<file path="src/rtl/serial_adder_pkg.sv">
// serial_adder_pkg: shared FSM state type and counter sizing for serial_adder
package serial_adder_pkg;

  typedef enum logic [1:0] {
    IDLE = 2'd0,
    RUN  = 2'd1,
    DONE = 2'd2
  } state_t;

  // Digit counter width: clog2 of the slice count, never narrower than one bit
  function automatic int cnt_width(input int width, input int digit);
    return ($clog2(width / digit) < 1) ? 1 : $clog2(width / digit);
  endfunction

endpackage

</file>
<file path="src/rtl/fa_cell.sv">
// fa_cell: stateless 1-bit full adder
module fa_cell (
  input  logic a,
  input  logic b,
  input  logic cin,
  output logic sum,
  output logic cout
);

  assign sum  = a ^ b ^ cin;
  assign cout = (a & b) | (cin & (a ^ b));

endmodule

</file>
<file path="src/rtl/serial_adder.sv">
// serial_adder: digit-serial adder, DIGIT bits per cycle; SERIAL_ADDER_SUB_EN adds a subtract port
module serial_adder
  import serial_adder_pkg::*;
#(
  parameter int WIDTH = 8,
  parameter int DIGIT = 1
) (
  input  logic             clk,
  input  logic             rst_n,
  input  logic             in_valid,
  output logic             in_ready,
  input  logic [WIDTH-1:0] a,
  input  logic [WIDTH-1:0] b,
  input  logic             cin,
`ifdef SERIAL_ADDER_SUB_EN
  input  logic             sub,
`endif
  output logic             out_valid,
  input  logic             out_ready,
  output logic [WIDTH-1:0] sum,
  output logic             cout,
  output logic             ovf
);

  localparam int STEPS = WIDTH / DIGIT;
  localparam int CW = cnt_width(WIDTH, DIGIT);
  localparam logic [CW-1:0] LAST = CW'(STEPS - 1);

  state_t           state;
  logic [WIDTH-1:0] a_r, b_r, sum_r;
  logic             carry, cout_r, ovf_r, inv;
  logic [CW-1:0]    cnt;
  logic [DIGIT:0]   c;
  logic [DIGIT-1:0] s, bx;

`ifdef SERIAL_ADDER_SUB_EN
  logic sub_r;
  assign inv = sub_r;
`else
  assign inv = 1'b0;
`endif

  // Subtraction adds the one's complement of b; the +1 arrives as the initial carry
  assign bx   = b_r[DIGIT-1:0] ^ {DIGIT{inv}};
  assign c[0] = carry;

  for (genvar i = 0; i < DIGIT; i++) begin : g_fa
    fa_cell u_fa (
      .a   (a_r[i]),
      .b   (bx[i]),
      .cin (c[i]),
      .sum (s[i]),
      .cout(c[i+1])
    );
  end

  // Control: accept in IDLE, count slices in RUN, hold the result in DONE
  always_ff @(posedge clk or negedge rst_n) begin
    if (!rst_n) begin
      state <= IDLE;
      cnt   <= '0;
    end else begin
      case (state)
        IDLE: if (in_valid) begin
          state <= RUN;
          cnt   <= '0;
        end
        RUN: begin
          cnt <= cnt + 1'b1;
          if (cnt == LAST) state <= DONE;
        end
        DONE: if (out_ready) state <= IDLE;
        default: state <= IDLE;
      endcase
    end
  end

  // Operands: captured on accept, shifted down one slice per RUN cycle
  always_ff @(posedge clk or negedge rst_n) begin
    if (!rst_n) begin
      a_r   <= '0;
      b_r   <= '0;
      carry <= 1'b0;
`ifdef SERIAL_ADDER_SUB_EN
      sub_r <= 1'b0;
`endif
    end else if (state == IDLE && in_valid) begin
      a_r   <= a;
      b_r   <= b;
`ifdef SERIAL_ADDER_SUB_EN
      sub_r <= sub;
      carry <= sub ? 1'b1 : cin;
`else
      carry <= cin;
`endif
    end else if (state == RUN) begin
      a_r   <= a_r >> DIGIT;
      b_r   <= b_r >> DIGIT;
      carry <= c[DIGIT];
    end
  end

  // Result: slices enter at the top so the LSB slice lands at bit 0 after the last step
  always_ff @(posedge clk or negedge rst_n) begin
    if (!rst_n) begin
      sum_r  <= '0;
      cout_r <= 1'b0;
      ovf_r  <= 1'b0;
    end else if (state == RUN) begin
      sum_r <= (sum_r >> DIGIT) | (WIDTH'(s) << (WIDTH - DIGIT));
      if (cnt == LAST) begin
        cout_r <= c[DIGIT];
        ovf_r  <= c[DIGIT] ^ c[DIGIT-1];
      end
    end
  end

  assign in_ready  = (state == IDLE);
  assign out_valid = (state == DONE);
  assign sum       = sum_r;
  assign cout      = cout_r;
  assign ovf       = ovf_r;

endmodule

</file>
<file path="config.mk">
export PLATFORM = sky130hd
export DESIGN_NAME = serial_adder
export DESIGN_NICKNAME = d
export VERILOG_FILES = /design/src/rtl/serial_adder_pkg.sv /design/src/rtl/fa_cell.sv /design/src/rtl/serial_adder.sv
export SDC_FILE = /design/constraint.sdc
export NUM_CORES = 1
export LEC_CHECK = 0
export ABC_AREA = 1
export CAP_MARGIN = 25
export CORE_ASPECT_RATIO = 1.1
export CORE_UTILIZATION = 40
export DETAILED_ROUTE_END_ITERATION = 16
export DONT_BUFFER_PORTS = 1
export PLACE_DENSITY = 0.63
export SLEW_MARGIN = 25
export SYNTH_ARGS = -nofsm -noshare
export SYNTH_HDL_FRONTEND = slang
export SYNTH_SLANG_ARGS = --single-unit
</file>
<file path="constraint.sdc">
create_clock -name clk -period 1.7 [get_ports clk]
set_clock_uncertainty 0.05 [all_clocks]
set_input_delay 0.255 -clock clk [delete_from_list [all_inputs] [get_ports clk]]
set_output_delay 0.255 -clock clk [all_outputs]
set_load 0.02 [all_outputs]
</file>
==> flow_metrics.env <==
export IMPL_rsz0062_at_grt="false"
export IMPL_die_area_um2=3780
export IMPL_worstPathMaxFanout=19
export IMPL_ir_drop_uv=615
export IMPL_synth_fp_nets=184
export IMPL_io_pins=33
export IMPL_cpPeakStageDelay_ns=0.46
export IMPL_fp_row_count=22
export IMPL_placed_cell_area_um2=1430
export IMPL_seq_area_frac_synth_pct=56.6
export IMPL_antenna_found_initial=0
export IMPL_stdcell_area_um2=1560
export IMPL_leakagePower_nw=0.763
export IMPL_insertion_delay_ns=0.33
export IMPL_hold_path_endpoint="b_r[7]$_DFFE_PN0P_"
export IMPL_timing_critical_path_buf_inv=0
export IMPL_cts_root_buf="clkbuf_4"
export IMPL_r2r_end="ovf$_DFFE_PN0P_"
export IMPL_r2r_slack_ns=0.35
export IMPL_clock_sinks=32
export IMPL_synth_edff_count=0
export IMPL_die_w_um=58.7
export IMPL_core_um2=3360
export IMPL_post_route_min_period_ns=1.55
export IMPL_start_kind="flip-flop"
export IMPL_report_final_slew_viol_count=0
export IMPL_hold_path_class="in -> reg"
export IMPL_p_sw_mw=1.12
export IMPL_grt_use_total_pct=16.5
export IMPL_power_mw=2.70
export IMPL_r2r_cells=5
export IMPL_avgViaCountPerCell=4.91
export IMPL_seqPwrFrac_pct=52.2
export IMPL_grt_pass1_vias=1032
export IMPL_cts_buffers=5
export IMPL_switching_share_pct=41.4
export IMPL_min_path_cells=2
export IMPL_routed_wl_mm=2.67
export IMPL_syn_mean_instance_area_um2=8.84
export IMPL_yosysUniqueCellTypes=16
export IMPL_syn_area_um2=1410
export IMPL_netlist_instances=160
export IMPL_hold_ws_ns=0.0184
export IMPL_synthFlopType="dfrtp_1"
export IMPL_power_frac_comb_pct=31.2
export IMPL_wire_per_inst_um=12.4
export IMPL_drive_gt1_share_pct=7.14
export IMPL_hpwlAfterDp_mm=1.76
export IMPL_synth_top_area_share_pct=56.6
export IMPL_maxCapViolCount=0
export IMPL_fmax_mhz=645
export IMPL_path_clk_slew_ns=0.09
export IMPL_fin_crit_sh_pct=91.2
export IMPL_tns_ns=0
export IMPL_final_nets=191
export IMPL_internal_power_mw=1.58
export IMPL_cts_path_max_buffers=2
export IMPL_path_delay_family="simple AND/OR/NAND/NOR gates"
export IMPL_worstMarginPinSlew_ns=0.525
export IMPL_htreeDepth=2
export IMPL_status="finished, final reports clean"
export IMPL_path_cells="nor2_4"
export IMPL_ys_ff_latch=32
export IMPL_cts_setup_buffers=0
export IMPL_port_buffers=0
export IMPL_grt_pass1_wl_mm=4.55
export IMPL_rr_startpoint="carry$_DFFE_PN0P_"
export IMPL_slew_headroom_pct=64.9
export IMPL_yosys_area_top_type="dfrtp_1"
export IMPL_endpoint_kind="primary output"
export IMPL_area_growth_pct=10.4
export IMPL_gp_routability_congestion=0.731
export IMPL_drcViolationCount=0
export IMPL_die_h_um=64.4
export IMPL_hold_violations=0
export IMPL_async_flop_share_pct=100
export IMPL_yosysMostFrequentCell="nand2_1"
export IMPL_path_class="reg -> out"
export IMPL_drt_pass1_iterations=4
export IMPL_fillers=346
export IMPL_detailroute_via_count=1061
export IMPL_clkPwrFrac_pct=16.5
export IMPL_worstPathRequired_ns=1.39
export IMPL_n_antenna_cell=0
export IMPL_yosys_warnings=0
export IMPL_ys_top_cells_by_area="dfrtp_1 57%, nand2_1 16%, nand3_1 11%, o21ai_0 3.2%, inv_1 1.9%"
export IMPL_setup_viol=0
export IMPL_hold_start="b[7]"
export IMPL_start_util_pct=42.1
export IMPL_yosys_top_cells_count="59 x nand2_1, 32 x dfrtp_1, 32 x nand3_1, 9 x o21ai_0, 7 x inv_1"
export IMPL_antenna_left=0
export IMPL_drt_initial_drc_count=48
export IMPL_arrival_ns=1.25
export IMPL_cts_tree="yes"
export IMPL_grt_start_max_net_pins=33
export IMPL_cp_slowest_cell="nor2_4"
export IMPL_powerDensity_nw_per_um2=1730
export IMPL_grt_ovfl_total=0
[power by group through the flow]
stage               sequential, mW  combinational [mW]  clock (mW)
floorplan                     1.37               0.740           0
global placement              1.41               0.797           0
detailed placement            1.42               0.830           0
CTS                           1.41               0.859       0.459
global route                  1.45               0.990       0.494
finish                        1.41               0.843       0.445
[layer usage]
metal	share of wire (%)	vias up	routed length [um]	track usage (%)
met3	7.9	7	211	7.89
li1	-	530	-	-
met5	0	-	0	0
met2	48	33	1270	26.1
met4	1.8	0	47	6.85
met1	43	491	1140	18.8
[kinds of logic (layout without fill, tap and decap cells)]
kind of cell / after synthesis / after routing / synth area share (%)
fa+ha+maj: 3 / 3 / 3.19
buf+inv: 16 / 24 / 6.11
simple gates: 97 / 97 / 29.6
compound gates: 12 / 12 / 4.42
flops: 32 / 32 / 56.6
[sequential cells by signal (all words and copies together), names as in the netlist]
name,count
a_r,8
b_r,8
sum,8
cnt,3
state,2
carry,1
cout,1
ovf,1
[worst max path at each step]
stage / depth (start not counted) / startpoint / end / slack (ns)
after floorplan: 5 / carry$_DFFE_PN0P_ / ovf$_DFFE_PN0P_ / 0.43
after global placement: 5 / carry$_DFFE_PN0P_ / ovf$_DFFE_PN0P_ / 0.41
after detailed placement: 5 / carry$_DFFE_PN0P_ / ovf$_DFFE_PN0P_ / 0.36
after CTS: 1 / state[0]$_DFFE_PN0P_ / in_ready / 0.12
after global routing: 1 / state[1]$_DFFE_PN0P_ / in_ready / 0.06
final: 1 / state[1]$_DFFE_PN0P_ / in_ready / 0.15
[final cells by class]
class | instances | area, um^2 | share of cell area, %
timing repair buffer | 8 | 85.1 | 5.45
sequential | 32 | 801 | 51.3
inverter | 8 | 30.0 | 1.92
tap | 48 | 60.1 | 3.85
clock buffer | 8 | 58.8 | 3.77
multi-input combinational | 112 | 527 | 33.7
[timing repair]
action / in CTS / in global routing
resized for setup: 0 / 0
hold buffers: 4 / 2
endpoints found under the hold margin: 34 / 1
[placed cells by master (no fill, tap or decap)]
cell type	synthesis	routed
o21ai_1	2	2
inv_1	7	7
buf_12	0	1
o31ai_1	1	1
nand2_1	59	59
o21ai_0	9	9
fa_1	1	1
inv_2	1	1
nor2_1	4	4
nand3_1	32	32
clkbuf_4	0	5
nor2_4	2	2
dfrtp_1	32	32
buf_4	2	2
ha_1	2	2
clkbuf_8	0	1
clkbuf_1	0	2
dlygate4sd3_1	0	5
[metrics by stage]
stage          setup slack [ns]  instances  utilization [%]
2_1_floorplan             0.431        160                -
3_3_place_gp              0.413        202             42.7
3_5_place_dp              0.360        202             42.7
4_1_cts                   0.118        214             45.9
5_1_grt                  0.0628        216             46.5
6_report                  0.150        216             46.5
Note: power is estimated with default switching activity, not from simulation.
